==> config.mk <==
export PLATFORM = sky130hd
export DESIGN_NAME = fifo_level
export DESIGN_NICKNAME = d
export VERILOG_FILES = /design/src/rtl/fifo_level.sv
export SDC_FILE = /design/constraint.sdc
export NUM_CORES = 1
export LEC_CHECK = 0
export CAP_MARGIN = 5
export CORE_MARGIN = 1.5
export CORE_UTILIZATION = 55
export DETAILED_ROUTE_END_ITERATION = 12
export GPL_TIMING_DRIVEN = 0
export PLACE_DENSITY = 0.74
export SYNTH_ARGS = -nofsm -noshare
export SYNTH_HDL_FRONTEND = slang
export SYNTH_SLANG_ARGS = --single-unit
==> constraint.sdc <==
create_clock -name clk -period 5.8 [get_ports clk]
set_clock_uncertainty 0.2 [all_clocks]
set_input_delay 0.58 -clock clk [delete_from_list [all_inputs] [get_ports clk]]
set_output_delay 0.58 -clock clk [all_outputs]
set_load 0.02 [all_outputs]
==> src/rtl/fifo_level.sv <==
// ============================================================================
//  Module      : fifo_level
//  Description : First-word-fall-through circular FIFO with occupancy count,
//                programmable almost-full/almost-empty thresholds and optional
//                sticky overflow/underflow flags (enabled by FIFO_LEVEL_ERR_EN).
//  Revision    : 1.0 - initial release
// ============================================================================
`default_nettype none

module fifo_level #(
    parameter int WORD_BITS     = 8,
    parameter int ADDR_BITS     = 4,
    parameter int AFULL_THRESH  = 2**ADDR_BITS - 2,
    parameter int AEMPTY_THRESH = 2
) (
    input  logic                 clk,
    input  logic                 reset,
    input  logic                 read,
    input  logic                 write,
    input  logic [WORD_BITS-1:0] wdata,
    output logic [WORD_BITS-1:0] rdata,
    output logic                 empty,
    output logic                 full,
    output logic [ADDR_BITS:0]   count,
    output logic                 almost_full,
    output logic                 almost_empty,
    input  logic                 err_clr,
    output logic                 overflow,
    output logic                 underflow
);

    localparam int               DEPTH    = 2**ADDR_BITS;
    localparam logic [ADDR_BITS:0] c_DEPTH  = (ADDR_BITS+1)'(DEPTH);
    localparam logic [ADDR_BITS:0] c_AFULL  = (ADDR_BITS+1)'(AFULL_THRESH);
    localparam logic [ADDR_BITS:0] c_AEMPTY = (ADDR_BITS+1)'(AEMPTY_THRESH);

    logic [WORD_BITS-1:0] r_mem [DEPTH];
    logic [ADDR_BITS-1:0] r_wptr;
    logic [ADDR_BITS-1:0] r_rptr;
    logic [ADDR_BITS:0]   r_count;
    logic                 r_empty;
    logic                 r_full;
    logic                 r_afull;
    logic                 r_aempty;

    logic                 w_wr_ok;
    logic                 w_rd_ok;
    logic [ADDR_BITS:0]   w_count_next;

    // A write while full is still accepted when a read frees the head slot.
    assign w_wr_ok      = write & (~r_full | read);
    assign w_rd_ok      = read & ~r_empty;
    assign w_count_next = r_count + (ADDR_BITS+1)'(w_wr_ok) - (ADDR_BITS+1)'(w_rd_ok);

    always_ff @(posedge clk) begin
        if (reset) begin
            r_wptr   <= '0;
            r_rptr   <= '0;
            r_count  <= '0;
            r_empty  <= 1'b1;
            r_full   <= 1'b0;
            r_afull  <= 1'b0;
            r_aempty <= 1'b1;
        end else begin
            if (w_wr_ok) begin
                r_wptr <= r_wptr + ADDR_BITS'(1);
            end
            if (w_rd_ok) begin
                r_rptr <= r_rptr + ADDR_BITS'(1);
            end
            r_count  <= w_count_next;
            r_empty  <= (w_count_next == '0);
            r_full   <= (w_count_next == c_DEPTH);
            r_afull  <= (w_count_next >= c_AFULL);
            r_aempty <= (w_count_next <= c_AEMPTY);
        end
    end

    // Storage is deliberately left out of reset; stale words are never visible.
    always_ff @(posedge clk) begin
        if (!reset && w_wr_ok) begin
            r_mem[r_wptr] <= wdata;
        end
    end

    assign rdata        = r_mem[r_rptr];
    assign empty        = r_empty;
    assign full         = r_full;
    assign count        = r_count;
    assign almost_full  = r_afull;
    assign almost_empty = r_aempty;

`ifdef FIFO_LEVEL_ERR_EN
    logic r_overflow;
    logic r_underflow;

    // A set event in the same cycle as err_clr wins over the clear.
    always_ff @(posedge clk) begin
        if (reset) begin
            r_overflow  <= 1'b0;
            r_underflow <= 1'b0;
        end else begin
            if (write & r_full & ~read) begin
                r_overflow <= 1'b1;
            end else if (err_clr) begin
                r_overflow <= 1'b0;
            end
            if (read & r_empty) begin
                r_underflow <= 1'b1;
            end else if (err_clr) begin
                r_underflow <= 1'b0;
            end
        end
    end

    assign overflow  = r_overflow;
    assign underflow = r_underflow;
`else
    logic w_unused_err_clr;

    assign w_unused_err_clr = err_clr;
    assign overflow         = 1'b0;
    assign underflow        = 1'b0;
`endif

endmodule

`default_nettype wire

==> results of run 1 <==
-- state kept, by name, indices dropped and copies added, names as in the netlist, named ones only --
name / count
full: 1
r_mem: 128
r_wptr: 4
almost_full: 1
empty: 1
count: 5
r_rptr: 4
almost_empty: 1
-- worst max-delay path: cells and delay by family (launching register included) --
family	cells	cell delay, ps
buffers and inverters	2	1090
muxes	2	960
DFF	1	430
-- report_power, final --
part,switching [mW],total (mW),internal (mW)
combinational,0.264,0.511,0.247
sequential,0.0232,1.23,1.21
clock,0.403,1.10,0.697
-- per-layer routing --
| layer | up-vias | wire length (um) | share of wire | GRT usage |
|---|---|---|---|---|
| li1 | 1296 | - | - | - |
| met1 | 1430 | 4130 | 0.39 | 0.250 |
| met2 | 98 | 5770 | 0.54 | 0.355 |
| met3 | 9 | 654 | 0.061 | 0.0551 |
| met4 | 0 | 92 | 0.0086 | 0.0733 |
| met5 | - | 0 | 0 | 0 |
-- layout make-up --
class	count	area, sq um
Buffer	14	106
Sequential cell	149	4260
Inverter	13	48.8
Clock inverter	13	180
Tap cell	136	170
Multi-Input combinational cell	122	1560
Fill cell	684	3380
Clock buffer	19	422
Timing Repair Buffer	28	280
-- per-stage QoR --
| stage | instance area, sq um | hold WS [ps] | util |
|---|---|---|---|
| detailed placement | 6430 | 324 | 0.618 |
| global placement | 6430 | 300 | 0.618 |
| global route | 7040 | 355 | 0.675 |
| CTS | 7040 | 333 | 0.675 |
| finish | 7040 | 318 | 0.675 |
| floorplan | 5980 | 277 | - |
-- how the worst max path moves through the flow --
stage	end	slack, ps	cells after the start
6_report	rdata[5]	2010	4
5_1_grt	rdata[7]	1920	4
4_1_cts	rdata[0]	1980	4
3_5_place_dp	almost_full$_SDFF_PP0_	2250	10
3_3_place_gp	almost_full$_SDFF_PP0_	2290	10
2_1_floorplan	almost_full$_SDFF_PP0_	2980	9
-- logic make-up after synthesis --
group | count (synthesis)
AOI/OAI and AO/OA | 8
xor gates and xnor gates | 9
adders and majority gates | 11
buffers and inverters | 27
DFF | 149
muxes | 41
other | 1
and+or+nand+nor | 51
-- synth_stat cells (5+ instances only) --
cell / count
dfxtp_1: 21
xor2_1: 5
and2_1: 12
nor2_1: 16
mux4_1: 24
buf_1: 5
ha_1: 10
edfxtp_1: 128
mux4_2: 16
nand2_1: 5
a21oi_1: 5
inv_1: 13
==> impl_metrics.yaml, run 1 <==
floorplan:
  rows: 37
  dieArea_sq_mm: 0.0115
  die_y_um: 107
  die_w_um: 107
  initial_utilization: 0.574
  fp.coreArea_sq_mm: 0.0104
  io_pins: 32
critical_path:
  startpoint_type: "flip-flop"
  crit_path_frequent_cell: "mux4_2"
  worst-r2r-setup-slack_ps: 3010
  crit_arrival_ps: 3010
  max_stage_delay_ps: 560
  path_max_fanout: 10
  cp-end-kind: "primary output"
  cp_cell_sequence: "buf_1 -> mux4_2 -> mux4_2 -> clkdlybuf4s50_1"
  worstSetupPathType: "reg2out"
  r2r-end: "almost_full$_SDFF_PP0_"
  rr_worst_depth: 9
  worst_ep_required_time_ps: 5020
  rr_startpoint: "full$_SDFF_PP0_"
  cpMaxStageDelayCell: "clkdlybuf4s50_1"
route:
  drcViolationCount: 0
  avgViaCountPerCell: 5.73
  dr.pass1.iters: 5
  drt_iter0_drc: 199
  drtAntennaViolNets: 0
  dr_total_vias: 2833
  wl_per_cell_um: 21.6
  routed_wl_um: 10600
run:
  drv_cap: 0
worst_hold_path:
  min_path_type: "reg2reg"
  min_from: "r_wptr[1]$_SDFFE_PP0P_"
  min_delay_path_depth: 2
  min_to: "r_wptr[1]$_SDFFE_PP0P_"
power_and_ir_drop:
  finalPower_mw: 2.84
  irDropWorstVdd_mv: 0.364
  powerDensity_mw_per_mm2: 404
  p_leak_nw: 2.35
clock_network:
  hold_buffers: 0
  cts_max_level: 4
  clk_pin_slew_ps: 60
  cts_root_buf: "clkbuf_8"
  cts.repair.resized: 0
  clock_latency_ps: 520
  cts_sinks: 149
  clk_path_buf_depth: 2
  cts_tree: "built"
  cts_setup_buffers: 0
  cts-buffers-inserted: 17
placed_design:
  dpl.cell_count: 462
  gp_congestion: 0.744
  port_buffers: 28
  place_ws_ps: 2250
  dp_hpwl_um: 6960
synth:
  syn_avg_cell_area_sq_um: 20.1
  synth_xor_area_frac: 0.0132
  synthArstFlopShare: 0
  ys.flop_type: "edfxtp_1"
  netlist_area_sq_mm: 0.00598
  synth_top_area_frac: 0.643
  synthTopCellsByArea: "edfxtp_1 64%, mux4_1 11%, dfxtp_1 7.0%"
  synth_top_family_by_area: "multiplexers"
  synth-seq-area-share: 0.713
  synth_edf_count: 128
  synthAdderAreaFrac: 0.0243
  synth_top_cell_by_area: "edfxtp_1"
  ys_ff_latch: 149
  synth_cell_type_count: 34
  syn_inst: 297
  synth_compound_area_frac: 0.00879
  synth_warnings: 0
  yosys.area_share.simple: 0.0467
  synth.mux.area_fraction: 0.167
sta:
  setup_ws_ps: 2010
  fin_setup_tns_ps: 0
  relSlewSlack: 0.461
  final-setup-viol-count: 0
  worst_slew_pin_slew_ps: 805
  finalWorstPathRequiredPeriod_ps: 3790
  finalCritPeriodShare: 0.653
  hold_viol: 0
  clock.fmax_mhz: 264
  finalMaxSlewViolations: 0
  rsz0062_at_grt: "false"
grt:
  grt_max_degree: 17
  grt_pass1_wl_um: 16200
  antenna_found_initial: 0
  grt.total_usage: 0.205
  grt_remaining_overflow: 0
  first_global_vias: 2908
finish:
  syn_to_final_growth_pct: 17.7
  num_antenna_cells: 0
  mostFrequentLayoutCells: "128 x edfxtp_1, 28 x clkdlybuf4s50_1, 24 x mux4_1"
  fin_cells: 494
  mostFrequentLayoutCell: "edfxtp_1"
  nets: 369
  drive_gt1_frac: 0.140
outcome:
  outcome: "complete, no violations"
Note: power is estimated with default switching activity, not from simulation.
==> inputs of run 2 (changes only) <==
CORE_UTILIZATION = 53   (was 55)
PLACE_DENSITY = 0.75   (was 0.74)
clock period = 3.2 ns   (was 5.8 ns; I/O delays follow)
==> impl_metrics.yaml, run 2 (synthesis gave the netlist of run 1 again) <==
placed_design:
  dp_hpwl_um: 7210
  port_buffers: 28
  dpl.cell_count: 466
  gp_congestion: 0.742
  place_ws_ps: -98.0
finish:
  nets: 369
  multi_input_area_sq_mm: 0.00156
  num_antenna_cells: 0
  final-seq-area_sq_mm: 0.00426
  syn_to_final_growth_pct: 17.5
  final_core_util: 0.642
  mostFrequentLayoutCell: "edfxtp_1"
  drive_gt1_frac: 0.159
  mostFrequentLayoutCells: "128 x edfxtp_1, 24 x mux4_1, 21 x dfxtp_1"
  nFillCells: 726
  top_register: "r_mem"
  fin_cells: 498
  largest_register_ff_count: 128
critical_path:
  cp-end-kind: "primary output"
  worst-r2r-setup-slack_ps: 400
  worst_ep_required_time_ps: 2680
  path_max_fanout: 10
  worstSetupPathType: "reg2out"
  rr_worst_depth: 9
  r2r-end: "almost_full$_SDFF_PP0_"
  crit_arrival_ps: 2530
  crit_end: "rdata[6]"
  rr_startpoint: "full$_SDFF_PP0_"
  startpoint_type: "flip-flop"
route:
  wl_per_cell_um: 21.4
  drt_iter0_drc: 115
  dr_total_vias: 2830
  dr.pass1.iters: 4
  routed_wl_um: 10600
  drtAntennaViolNets: 0
  avgViaCountPerCell: 5.68
  drcViolationCount: 0
floorplan:
  rows: 38
  initial_utilization: 0.547
  io_pins: 32
  fp.coreArea_sq_mm: 0.0109
  die_y_um: 109
  die_w_um: 109
  dieArea_sq_mm: 0.0119
power_and_ir_drop:
  powerDensity_mw_per_mm2: 726
  p_int_mw: 3.78
  sw_frac_of_total: 0.258
  sequentialPowerShare: 0.437
  irDropWorstVdd_mv: 0.620
  clockPowerShare: 0.384
  p_sw_mw: 1.31
  finalPower_mw: 5.10
  combPwrFrac: 0.178
  p_leak_nw: 2.37
clock_network:
  cts_root_buf: "clkbuf_16"
  clk_pin_slew_ps: 60
  cts_max_level: 4
  clock_latency_ps: 410
  cts_sinks: 149
  cts_setup_buffers: 0
  cts-buffers-inserted: 17
  cts_tree: "built"
  clk_path_buf_depth: 2
sta:
  finalMaxSlewViolations: 0
  hold_viol: 0
  setup_ws_ps: 154
  rsz0062_at_grt: "false"
  finalWorstPathRequiredPeriod_ps: 3050
  finalCritPeriodShare: 0.952
  final-setup-viol-count: 0
  clock.fmax_mhz: 328
  relSlewSlack: 0.440
  worst_slew_pin_slew_ps: 837
outcome:
  outcome: "complete, no violations"
grt:
  antenna_found_initial: 0
  grt.total_usage: 0.205
  grt_remaining_overflow: 0
  first_global_vias: 2871
  grt_pass1_wl_um: 16800
  grt_max_degree: 17
run:
  drv_cap: 0
worst_hold_path:
  min_path_type: "reg2reg"
  min_delay_path_depth: 2
==> run 2: changes by cell type in the layout (fill, tap and decap cells not counted) <==
cell             previous run  this run
clkbuf_8                    1         0
clkinv_1                    2         0
dlygate4sd2_1               0         8
clkbuf_16                  16        17
bufinv_16                   4         2
buf_2                       0         2
clkbuf_2                    0         1
clkinvlp_4                  4         5
clkbuf_1                    5         2
clkinv_2                    1         0
clkdlybuf4s50_1            28        20
buf_1                       5         3
inv_6                       2         8
==> run 2: worst min-delay path by stage <==
stage / start / end / slack, ps
6_report: r_wptr[1]$_SDFFE_PP0P_ / r_wptr[1]$_SDFFE_PP0P_ / 310
4_1_cts: r_wptr[1]$_SDFFE_PP0P_ / r_wptr[1]$_SDFFE_PP0P_ / 310
5_1_grt: r_wptr[1]$_SDFFE_PP0P_ / r_wptr[1]$_SDFFE_PP0P_ / 360
3_3_place_gp: r_wptr[1]$_SDFFE_PP0P_ / r_wptr[1]$_SDFFE_PP0P_ / 290
3_5_place_dp: r_wptr[1]$_SDFFE_PP0P_ / r_wptr[1]$_SDFFE_PP0P_ / 300
2_1_floorplan: wdata[0] / r_mem[0][0]$_DFFE_PP_ / 220
==> run 2: timing repair <==
item	4_1_cts	5_1_grt
resized for setup	11	0
endpoints found under the setup margin	8	0
hold buffers	0	0
==> run 2: power groups by stage <==
| stage | Combinational [mW] | Clock (mW) | Sequential [mW] |
|---|---|---|---|
| 6_report | 0.908 | 1.96 | 2.23 |
| 5_1_grt | 0.998 | 2.08 | 2.24 |
| 4_1_cts | 0.919 | 1.99 | 2.23 |
| 3_5_place_dp | 0.928 | 0 | 2.27 |
| 3_3_place_gp | 0.906 | 0 | 2.27 |
| 2_1_floorplan | 0.569 | 0 | 2.31 |
==> run 2: area by class of cell <==
cell class | count | share of cell area
Sequential cell | 149 | 0.607
Buffer | 14 | 0.0157
Clock buffer | 17 | 0.0606
Multi-Input combinational cell | 122 | 0.223
Timing Repair Buffer | 28 | 0.0385
Tap cell | 140 | 0.0249
Inverter | 13 | 0.00695
Clock inverter | 15 | 0.0239
==> run 2: layer usage <==
metal	wire, um	vias to the layer above	global-route usage	share of wire
li1	-	1299	-	-
met5	0	-	0	0
met3	526	7	0.0616	0.049
met1	4820	1439	0.284	0.45
met2	5220	85	0.316	0.49
met4	74	0	0.0631	0.0070
==> run 2: critical path: stages (launching register included) <==
cell and delay, ps:
dfxtp_1 330, buf_6 140, buf_8 170, mux4_1 630
mux4_2 510, dlygate4sd2_1 340
==> run 2: per-stage QoR <==
step | TNS [ps] | hold slack [ps] | cell area [sq um]
finish | 0 | 309 | 7030
global route | 0 | 356 | 7030
CTS | 0 | 314 | 7030
detailed placement | -234 | 304 | 6440
global placement | -78.3 | 291 | 6440
floorplan | 0 | 219 | 5980
==> inputs of run 3 (changes only) <==
PLACE_DENSITY = 0.72   (was 0.75)
==> impl_metrics.yaml, run 3 (synthesis gave the netlist of run 1 again) <==
critical_path:
  r2r-end: "almost_full$_SDFF_PP0_"
  rr_worst_depth: 9
  startpoint_type: "flip-flop"
  cpMaxStageDelayCell: "mux4_1"
  worstSetupPathType: "reg2out"
  cp-end-kind: "primary output"
  max_stage_delay_ps: 620
  cp_cell_sequence: "buf_6 -> buf_8 -> mux4_1 -> mux4_2 -> dlygate4sd2_1"
  path_max_fanout: 10
  rr_startpoint: "full$_SDFF_PP0_"
  worst-r2r-setup-slack_ps: 410
  crit_arrival_ps: 2530
  worst_ep_required_time_ps: 2680
route:
  drcViolationCount: 0
  avgViaCountPerCell: 5.66
  dr.pass1.iters: 4
  drtAntennaViolNets: 0
  dr_total_vias: 2821
  drt_iter0_drc: 213
  wl_per_cell_um: 21.4
  routed_wl_um: 10700
finish:
  mostFrequentLayoutCell: "edfxtp_1"
  top_register: "r_mem"
  num_antenna_cells: 0
  mostFrequentLayoutCells: "128 x edfxtp_1, 24 x mux4_1, 21 x dfxtp_1, 21 x clkbuf_16, 20 x clkdlybuf4s50_1"
  final_core_util: 0.644
  largest_register_ff_count: 128
  nets: 369
  drive_gt1_frac: 0.159
  syn_to_final_growth_pct: 17.8
  fin_area_sq_mm: 0.00704
  fin_cells: 498
sta:
  hold_viol: 0
  worst_slew_pin_slew_ps: 795
  finalMaxSlewViolations: 0
  rsz0062_at_grt: "false"
  relSlewSlack: 0.468
  clock.fmax_mhz: 327
  final-setup-viol-count: 0
  finalWorstPathRequiredPeriod_ps: 3050
  finalCritPeriodShare: 0.955
worst_hold_path:
  min_to: "r_wptr[1]$_SDFFE_PP0P_"
  min_from: "r_wptr[1]$_SDFFE_PP0P_"
  min_path_type: "reg2reg"
  min_delay_path_depth: 2
clock_network:
  cts_tree: "built"
  hold_buffers: 0
  cts.repair.resized: 12
  cts_root_buf: "clkbuf_16"
  clock_latency_ps: 420
  cts_setup_buffers: 0
  cts-buffers-inserted: 17
  clk_path_buf_depth: 2
  cts_sinks: 149
  clk_pin_slew_ps: 60
  cts_max_level: 4
grt:
  grt.total_usage: 0.200
  grt_max_degree: 17
  first_global_vias: 2935
  grt_remaining_overflow: 0
  antenna_found_initial: 0
  grt_pass1_wl_um: 16400
floorplan:
  io_pins: 32
  rows: 38
  die_y_um: 109
  die_w_um: 109
  dieArea_sq_mm: 0.0119
  fp.coreArea_sq_mm: 0.0109
  initial_utilization: 0.547
power_and_ir_drop:
  powerDensity_mw_per_mm2: 721
  irDropWorstVdd_mv: 0.522
  p_leak_nw: 2.40
run:
  drv_cap: 0
placed_design:
  dpl.cell_count: 466
  gp_congestion: 0.748
  dp_hpwl_um: 7190
  port_buffers: 28
  dpl_cell_area_sq_mm: 0.00644
outcome:
  outcome: "complete, no violations"
run 3: worst max-delay path, delay by kind of cell (launching register included):
| kind | cells | cell delay [ps] |
|---|---|---|
| muxes | 2 | 1130 |
| DFF | 1 | 320 |
| buffers and inverters | 3 | 650 |
run 3: stage by stage:
step                      setup WS, ps  hold slack, ps  total power, mW  setup TNS, ps
final                              145             320             5.07              0
after global routing              93.8             379             5.27              0
after CTS                          124             318             5.12              0
after detailed placement          -144             309             3.18           -475
after global placement           -95.1             299             3.17           -254
after floorplan                    598             219             2.88              0
run 3: cell type report:
class	instances	area, sq um
well taps	140	175
clock inverters	11	81.3
inverters	13	48.8
multi-input cells	122	1560
flip-flops and latches	149	4260
plain buffers	14	113
clock buffers	21	526
repair buffers	28	270
fillers	759	3890
run 3: worst max path at each step:
| stage | startpoint | end | slack [ps] | cells past startpoint |
|---|---|---|---|---|
| after floorplan | full$_SDFF_PP0_ | almost_full$_SDFF_PP0_ | 600 | 9 |
| after global placement | read | almost_full$_SDFF_PP0_ | -100 | 10 |
| after detailed placement | read | almost_full$_SDFF_PP0_ | -140 | 10 |
| after CTS | flip-flop | rdata[5] | 120 | 5 |
| after global routing | flip-flop | rdata[5] | 90 | 5 |
| final | flip-flop | rdata[5] | 150 | 5 |
run 3: power breakdown:
group          internal (mW)  switching (mW)
Combinational          0.432           0.461
Sequential              2.19          0.0411
Clock                   1.19           0.769
Total                   3.80            1.27
run 3: per-layer routing:
layer  vias to the layer above  GRT usage  part of all wire  routed length, um
met3                        20     0.0538             0.047                504
met4                         0     0.0770             0.021                221
li1                       1293          -                 -                  -
met2                        78      0.334              0.51               5460
met1                      1430      0.252              0.42               4480
met5                         -          0                 0                  0
